## src/rtl/out_seq5_pkg.sv

```systemverilog
// out_seq5_pkg: shared types and constants for the out_seq5 pattern sequencer.
package out_seq5_pkg;

  // Width of one output pattern (one bit per output-register input).
  localparam int PAT_W = 5;

  // Sequencer states: IDLE drives the idle value, HOLD presents a word.
  typedef enum logic {
    IDLE = 1'b0,
    HOLD = 1'b1
  } state_e;

  // Occupancy counter width: must be able to represent 0..depth inclusive.
  function automatic int level_w(input int depth);
    return $clog2(depth) + 1;
  endfunction

endpackage

```

## src/rtl/out_seq5_fifo.sv

```systemverilog
// out_seq5_fifo: small synchronous show-ahead FIFO. The head entry is always
// visible on pop_data so the sequencer can pop and use it on the same edge.
// Full is derived from the registered count, so a pop never frees a slot for
// a push in the same cycle.
module out_seq5_fifo
  import out_seq5_pkg::*;
#(
  parameter int DEPTH = 4,
  parameter int WIDTH = 13
) (
  input  logic                      CK,
  input  logic                      RST,
  input  logic                      push,
  input  logic [WIDTH-1:0]          push_data,
  input  logic                      pop,
  output logic [WIDTH-1:0]          pop_data,
  output logic                      full,
  output logic                      empty,
  output logic [level_w(DEPTH)-1:0] level
);

  localparam int AW = $clog2(DEPTH);
  localparam int LW = level_w(DEPTH);

  logic [WIDTH-1:0] mem_q [DEPTH];
  logic [AW-1:0]    wr_ptr_q, wr_ptr_d;
  logic [AW-1:0]    rd_ptr_q, rd_ptr_d;
  logic [LW-1:0]    count_q, count_d;
  logic             do_push, do_pop;

  assign full     = (count_q == LW'(DEPTH));
  assign empty    = (count_q == '0);
  assign level    = count_q;
  assign do_push  = push && !full;
  assign do_pop   = pop && !empty;
  assign pop_data = mem_q[rd_ptr_q];

  // Pointer and occupancy next-state; pointers wrap naturally (DEPTH is 2^n).
  always_comb begin
    wr_ptr_d = wr_ptr_q;
    rd_ptr_d = rd_ptr_q;
    count_d  = count_q;
    if (do_push) wr_ptr_d = wr_ptr_q + AW'(1);
    if (do_pop)  rd_ptr_d = rd_ptr_q + AW'(1);
    case ({do_push, do_pop})
      2'b10:   count_d = count_q + LW'(1);
      2'b01:   count_d = count_q - LW'(1);
      default: count_d = count_q;
    endcase
  end

  // Pointer and occupancy registers.
  always_ff @(posedge CK) begin
    if (RST) begin
      wr_ptr_q <= '0;
      rd_ptr_q <= '0;
      count_q  <= '0;
    end else begin
      wr_ptr_q <= wr_ptr_d;
      rd_ptr_q <= rd_ptr_d;
      count_q  <= count_d;
    end
  end

  // Storage: one write-enabled register per entry; contents need no reset.
  generate
    for (genvar gi = 0; gi < DEPTH; gi++) begin : g_entry
      always_ff @(posedge CK) begin
        if (do_push && (wr_ptr_q == AW'(gi))) mem_q[gi] <= push_data;
      end
    end
  endgenerate

endmodule

```

## src/rtl/out_seq5.sv

```systemverilog
// out_seq5: pattern sequencer feeding the 5-bit output register stage.
// Words {pattern, hold} are buffered in a FIFO and each pattern is held on
// DOUT for max(hold,1) cycles, back-to-back while words are available.
// Optional sticky underrun flag: define OUT_SEQ5_UNDERRUN_EN.
module out_seq5
  import out_seq5_pkg::*;
#(
  parameter int               DEPTH    = 4,
  parameter int               HOLD_W   = 8,
  parameter logic [PAT_W-1:0] IDLE_VAL = 5'b00000
) (
  input  logic                      CK,
  input  logic                      RST,
  input  logic [PAT_W-1:0]          WR_DATA,
  input  logic [HOLD_W-1:0]         WR_HOLD,
  input  logic                      WR_VALID,
  output logic                      WR_READY,
  output logic [PAT_W-1:0]          DOUT,
  output logic                      BUSY,
`ifdef OUT_SEQ5_UNDERRUN_EN
  input  logic                      CLR_UNDERRUN,
  output logic                      UNDERRUN,
`endif
  output logic [level_w(DEPTH)-1:0] LEVEL
);

  localparam int WORD_W = PAT_W + HOLD_W;

  state_e              state_q, state_d;
  logic [HOLD_W-1:0]   cnt_q, cnt_d;
  logic [PAT_W-1:0]    dout_q, dout_d;
  logic                fifo_full, fifo_empty, fifo_pop;
  logic [WORD_W-1:0]   head_word;
  logic [PAT_W-1:0]    head_pat;
  logic [HOLD_W-1:0]   head_hold;
  logic [HOLD_W-1:0]   head_cnt;

  out_seq5_fifo #(
    .DEPTH (DEPTH),
    .WIDTH (WORD_W)
  ) u_fifo (
    .CK        (CK),
    .RST       (RST),
    .push      (WR_VALID),
    .push_data ({WR_HOLD, WR_DATA}),
    .pop       (fifo_pop),
    .pop_data  (head_word),
    .full      (fifo_full),
    .empty     (fifo_empty),
    .level     (LEVEL)
  );

  assign WR_READY  = !fifo_full;
  assign head_pat  = head_word[PAT_W-1:0];
  assign head_hold = head_word[WORD_W-1:PAT_W];
  // A hold of zero is treated as a single cycle.
  assign head_cnt  = (head_hold == '0) ? HOLD_W'(1) : head_hold;
  assign DOUT      = dout_q;
  assign BUSY      = (state_q == HOLD);

  // Next-state: pop in IDLE or on the last hold cycle, else count down or go idle.
  always_comb begin
    state_d  = state_q;
    cnt_d    = cnt_q;
    dout_d   = dout_q;
    fifo_pop = 1'b0;
    case (state_q)
      IDLE: begin
        if (!fifo_empty) begin
          fifo_pop = 1'b1;
          dout_d   = head_pat;
          cnt_d    = head_cnt;
          state_d  = HOLD;
        end
      end
      HOLD: begin
        if (cnt_q > HOLD_W'(1)) begin
          cnt_d = cnt_q - HOLD_W'(1);
        end else if (!fifo_empty) begin
          fifo_pop = 1'b1;
          dout_d   = head_pat;
          cnt_d    = head_cnt;
        end else begin
          dout_d  = IDLE_VAL;
          cnt_d   = '0;
          state_d = IDLE;
        end
      end
      default: begin
        state_d = IDLE;
        dout_d  = IDLE_VAL;
        cnt_d   = '0;
      end
    endcase
  end

  // FSM, hold counter and DOUT registers.
  always_ff @(posedge CK) begin
    if (RST) begin
      state_q <= IDLE;
      cnt_q   <= '0;
      dout_q  <= IDLE_VAL;
    end else begin
      state_q <= state_d;
      cnt_q   <= cnt_d;
      dout_q  <= dout_d;
    end
  end

`ifdef OUT_SEQ5_UNDERRUN_EN
  logic underrun_q, underrun_d;
  logic underrun_set;

  assign underrun_set = (state_q == HOLD) && (cnt_q == HOLD_W'(1)) && fifo_empty;
  assign UNDERRUN     = underrun_q;

  // Sticky flag: set on the HOLD->IDLE edge; a set beats a same-cycle clear.
  always_comb begin
    underrun_d = underrun_q;
    if (underrun_set)      underrun_d = 1'b1;
    else if (CLR_UNDERRUN) underrun_d = 1'b0;
  end

  // Underrun flag register.
  always_ff @(posedge CK) begin
    if (RST) underrun_q <= 1'b0;
    else     underrun_q <= underrun_d;
  end
`endif

endmodule
```

## config.mk

```make
export PLATFORM = sky130hd
export DESIGN_NAME = out_seq5
export DESIGN_NICKNAME = d
export VERILOG_FILES = /design/src/rtl/out_seq5_pkg.sv /design/src/rtl/out_seq5_fifo.sv /design/src/rtl/out_seq5.sv
export SDC_FILE = /design/constraint.sdc
export NUM_CORES = 1
export LEC_CHECK = 0
export ABC_AREA = 1
export CAP_MARGIN = 15
export CORE_MARGIN = 4
export CORE_UTILIZATION = 52
export DETAILED_ROUTE_END_ITERATION = 12
export PLACE_DENSITY = 0.75
export REMOVE_ABC_BUFFERS = 1
export SLEW_MARGIN = 5
export SYNTH_ARGS = -nofsm -noshare
export SYNTH_HDL_FRONTEND = slang
export SYNTH_SLANG_ARGS = --single-unit
```

## constraint.sdc

```tcl
create_clock -name CK -period 1.9 [get_ports CK]
set_input_delay 0.285 -clock CK [delete_from_list [all_inputs] [get_ports CK]]
set_output_delay 0.285 -clock CK [all_outputs]
set_load 0.05 [all_outputs]
```

# Word-level counts from Yosys, hierarchy flattened
# Memories as Yosys holds them, arrays and structs flattened. A register that Yosys moved wholly into a read port is not among the register bits.
# Index checks and enable logic that the tools add are counted.
[classes] n_eq_ne=8 div=0 mux=34 magnitude_cmp=1 mul=0 bitwise=1 reduce_logical=16 shifts=0 addsub=5
[ops] op="13-bit two-way mux" n=3
[ops] op="13-bit OR reduction" n=3
[ops] op="8-bit two-way mux" n=4
[ops] op="8-bit one-hot mux with 2 select lines" n=1
[ops] op="5-bit two-way mux" n=3
[ops] op="1-bit two-way mux" n=14
[ops] op="2-bit two-way mux" n=5
[ops] op="5-bit one-hot mux with 2 select lines" n=1
[ops] op="8-bit by 1-bit greater-than comparator with 1-bit output (second input constant)" n=1
[ops] op="8-bit logical NOT" n=1
[ops] op="8-bit by 1-bit subtractor with 8-bit output (second input constant)" n=1
[ops] op="2-bit == test (second input constant)" n=3
[ops] op="1-bit logical AND" n=6
[ops] op="3-bit one-hot mux with 2 select lines" n=1
[ops] op="2-bit by 1-bit adder with 2-bit output (second input constant)" n=2
[ops] op="2-bit by 1-bit == test with 1-bit output (second input constant)" n=2
[ops] op="2-bit inequality test (second input constant)" n=2
[ops] op="1-bit one-hot mux with 2 select lines" n=2
[ops] op="3-bit by 1-bit adder with 3-bit output (second input constant)" n=1
[ops] op="3-bit == test (second input constant)" n=1
[ops] op="3-bit logical NOT" n=1
[ops] op="3-bit by 1-bit subtractor with 3-bit output (second input constant)" n=1
[ops] op="1-bit logical NOT" n=2
[ops] op="2-bit logical NOT" n=1
[ops] op="other kinds (3)" n=3
[totals] output_inout_bits=10 romBits=0 latch_bits=0 memories=1 mem_bits_rw=52 word_cells=72 reg_bits=21
[mem_list] name="u_fifo.mem_q" words=4 width=13 rd=1 rd_ports_with_merged_regs=1 write_ports=1 line="out_seq5_fifo.sv:25" text="logic [WIDTH-1:0] mem_q [DEPTH];"

# Longest topological paths before layout
# Gate-level depths: netlist of run 1.
[depth] word_depth=10 depth_mapped=14 ltp_nobuf=14

# Modules after synthesis
# From an unflattened synthesis of run 1, not the netlist that was laid out.
[unflattened] cells_unflattened=341 hier_area_um2=3399.5
[modules_own_cells] module="out_seq5_fifo" seq_area_each_um2=1741.7 cells_each=196 area_each_um2=2459.9 instances=1
[modules_own_cells] module="out_seq5" seq_area_each_um2=280.3 cells_each=145 area_each_um2=939.7 instances=1

# Worst setup path after synthesis of run 1
# No wires, ideal clock.
[synth_timing] kind="register to register" start="register u_fifo.count_q[0] (netlist: u_fifo.level[0])" end="register u_fifo.count_q[2] (netlist: u_fifo.level[2])" slack_ns=-0.569 synth_period_minus_slack_ns=2.469 n_path_buf=1 t_arrival_ns=2.354 stages_incl_launch_ff=12 cell_sequence="dfxtp_1 -> nor2_1 -> nand2_1 -> nand2_1 -> buf_2 -> nand3_1 -> inv_1 -> fa_1 -> inv_1 -> nand4_1 -> a21oi_1 -> nor2_1"
[synth_rtl] item="from (decl)" line="out_seq5_fifo.sv:28" text="logic [LW-1:0] count_q, count_d;"
[synth_rtl] item="from (signal assigned)" line="out_seq5_fifo.sv:61" text="count_q <= count_d;"
[synth_rtl] item="3-bit == test *" line="out_seq5_fifo.sv:31" text="assign full = (count_q == LW'(DEPTH));"
[synth_rtl] item="1-bit logical NOT *"
[synth_rtl] item="net WR_READY" line="out_seq5.sv:17" text="output logic WR_READY,"
[synth_rtl] item="1-bit logical AND *" line="out_seq5_fifo.sv:34" text="assign do_push = push && !full;"
[synth_rtl] item="2-bit by 1-bit == test with 1-bit output / 2-bit == test (equally long branches)" line="out_seq5_fifo.sv:45" text="case ({do_push, do_pop})"
[synth_rtl] item="3-bit one-hot mux with 2 select lines / 2-bit nonzero test (equally long branches)"
# The timed path passes the listed nets; every way through them passes the cells marked *.
# A chain may end at the register's enable or synchronous reset.

# Worst setup path in the final report of run 1
[layout_timing] start="register state_q (netlist: BUSY)" end="output BUSY"
[layout_rtl] item="from (decl)" line="out_seq5.sv:29" text="state_e state_q, state_d;"
[layout_rtl] item="from (signal assigned)" line="out_seq5.sv:104" text="state_q <= state_d;"
[layout_rtl] item="to (decl)" line="out_seq5.sv:19" text="output logic BUSY,"
# No word-level cell between the ends.

==> results.txt, run 1 <==
Slew @ Worst Pin: 499 ps
Die Area: 7500 um^2
Clock transition at path regs: 80 ps
Area grow syn2layout: 21.4%
Clk sink count: 75
CTS buffer count: 9
Placed insts: 422
H-tree levels: 3
Post-DP HPWL: 3810 um
I/O Buffers: 25
Final ANT Viol Nets: 0
Total Power: 6270 uW
Library cells used by synthesis: 29
Nature of the critical path endpoint: output pin
Tot GR Track Use: 17.2%
Clk_skew: 8.68 ps
Max-slew violations: 0
Arr. time, crit path: 1530 ps
Minimum clock period: 1820 ps
IO Pins: 26
Number of synthesized register bits: 75
Mean number of vias per cell: 5.11
Power Density: 1610 nW/um^2
Die span in x: 86.6 um
Slowest-stage cell, CP: clkdlybuf4s50_1
Largest net degree at the start of global routing: 27
Post-synthesis sequential area ratio: 62.9%
First-pass GRT wire length: 9790 um
Overflow after GRT: 0
WP buf/inv: 1
CTS max path bufs: 2
DIE HEIGHT: 86.6 um
Critical path type: flop to output pin
Max Fclk: 550 MHz
Largest cells by area after synthesis: edfxtp_1, dfxtp_1, nand2_1, nor2_1, nand3_1
Comb power frac: 40.7%
Residual DRC: 0
Layout cells sized above 1: 16.1%
Post-Route Setup TNS: 0 ps
Netlist Area Pre-Place: 3210 um^2
Status: complete, no violations
Dpl cell area: 3580 um^2
Post-synth top area share: 48.6%
Final hold vios: 0
DR WL/cell: 13.7 um
# diodes: 0
Max VDD drop: 1.13 mV
GP Congestion: 0.805
TritonCTS clock tree: yes
Final setup fails: 0
Internal power: 3860 uW
Area leader, netlist: edfxtp_1
Final instance area: 3900 um^2
Sequential share of power: 35.9%
Worst Path Max Fanout: 3
CP Launch Type: flop
Switching share of total power: 38.4%
Commonest non-fill, non-tap cell in the layout: nand2_1
Starting density of the core: 53.9%
Worst-skew pair later-pin latency: 350 ps
Hold_buf cts: 0
Leak Pwr: 0.00154 uW
Cell count after synthesis: 318
DR vias: 2253
Drt total wl: 6040 um
Non-filler cells in the finished layout: 441
CTS root buf: clkbuf_8
Commonest non-fill, non-tap cells in the layout: nand2_1, edfxtp_1, nor2_1
Pre-Repair DR Iteration Count: 4
CP max stage delay: 820 ps
Final core occ: 65.5%
Avg Cell Area, Syn: 10.1 um^2
CP top delay family: buffers and inverters
Clock Power Share: 23.4%
MaxCap Viol Count: 0
Initial drt markers: 102
Core Region: 5960 um^2
Slew margin rel.: 66.7%
Post-layout net count: 384
Rows: 28
Number of global-route vias before repair: 2099
YS warnings: 0
Critical path cell sequence: clkdlybuf4s50_1
Min-Delay Path Class: flop to flop
Initial antenna violation count: 0
Crit share post-route: 95.7%
Switching power total: 2410 uW
Setup repair after global routing missed its margin: true
Worst path required time: 1620 ps
-- routing by layer --
| metal | GRT usage, % | up-vias | routed length [um] |
|---|---|---|---|
| li1 | - | 1154 | - |
| met1 | 21.1 | 1051 | 2690 |
| met2 | 29.0 | 39 | 3020 |
| met3 | 5.42 | 9 | 238 |
| met4 | 5.52 | 0 | 95 |
| met5 | 0 | - | 0 |
-- cell families (layout without fill, tap and decap cells) --
logic type	Yosys count	in the layout	share of synthesized area [%]
AND/OR/NAND/NOR	148	148	19.3
flip-flops	75	75	62.9
AO/OA/AOI/OAI	45	45	7.71
XOR/XNOR	4	4	1.09
adder cells (fa/ha/maj)	7	7	2.96
buffers and inverters	39	87	6.04
-- timing repair --
| item | 4_1_cts | 5_1_grt |
|---|---|---|
| gates resized for setup | 2 | 15 |
| pin swaps | 1 | 6 |
| setup buffers | 0 | 3 |
| setup endpoints to repair | 1 | 6 |
-- stage by stage --
stage / hold slack [ps] / setup WS [ps]
after floorplan: 347 / -635
after global placement: 451 / 68.4
after detailed placement: 459 / -24.0
after CTS: 472 / 15.6
after global routing: 502 / -47.0
final: 468 / 81.5
-- state kept, by name, summed over array words and instances, names as in the netlist, named ones only --
register         count
u_fifo.mem_q        52
cnt_q                8
DOUT                 5
u_fifo.level         3
u_fifo.rd_ptr_q      2
u_fifo.wr_ptr_q      2
BUSY                 1
-- area by class of cell --
cell class	count	area [um^2]
repair buffers	42	375
multi-input cells	204	1040
flip-flops and latches	75	2030
clock inverters	7	123
clock buffers	9	124
well taps	75	93.8
inverters	29	116
fillers	460	2060
-- cell usage after synthesis --
cell,n
dfxtp_1,23
inv_2,4
nand2_1,80
buf_6,3
nand3_1,21
a31o_2,1
buf_4,1
clkbuf_1,1
a21oi_2,1
inv_1,24
fa_1,1
nor2_1,35
nand4_1,5
o21ai_0,16
nand3_2,2
o211ai_1,1
o22ai_1,6
xor2_1,3
nor2_2,1
buf_2,4
buf_8,1
ha_1,6
xnor2_1,1
edfxtp_1,52
a21oi_1,14
nand2_2,4
a31oi_1,4
o21ai_1,2
inv_6,1
-- final timing paths --
kind,start,end,slack (ps),cells past startpoint
worst max register to register,cnt_q[0],u_fifo.level[2],90,14
worst max-delay path,BUSY,BUSY,80,1
worst min-delay path,DOUT[0],DOUT[0],470,2
worst min register to register,DOUT[0],DOUT[0],470,2
-- power groups by stage --
stage          combinational (uW)  clock (uW)  sequential, uW
3_5_place_dp                 2410           0            2270
5_1_grt                      2820        1580            2290
3_3_place_gp                 2370           0            2250
2_1_floorplan                1330           0            2590
6_report                     2550        1470            2250
4_1_cts                      2440        1500            2240
Note: power is estimated with default switching activity, not from simulation.
==> run 2: changes to the inputs <==
--- a/config.mk
+++ b/config.mk
@@ -10,6 +10,7 @@
 export CORE_MARGIN = 4
 export CORE_UTILIZATION = 52
 export DETAILED_ROUTE_END_ITERATION = 12
+export HOLD_SLACK_MARGIN = 0.02
 export PLACE_DENSITY = 0.75
 export REMOVE_ABC_BUFFERS = 1
 export SLEW_MARGIN = 5
==> results of run 2 <==
Final layout, timing and power as in run 1 (identical DEF).
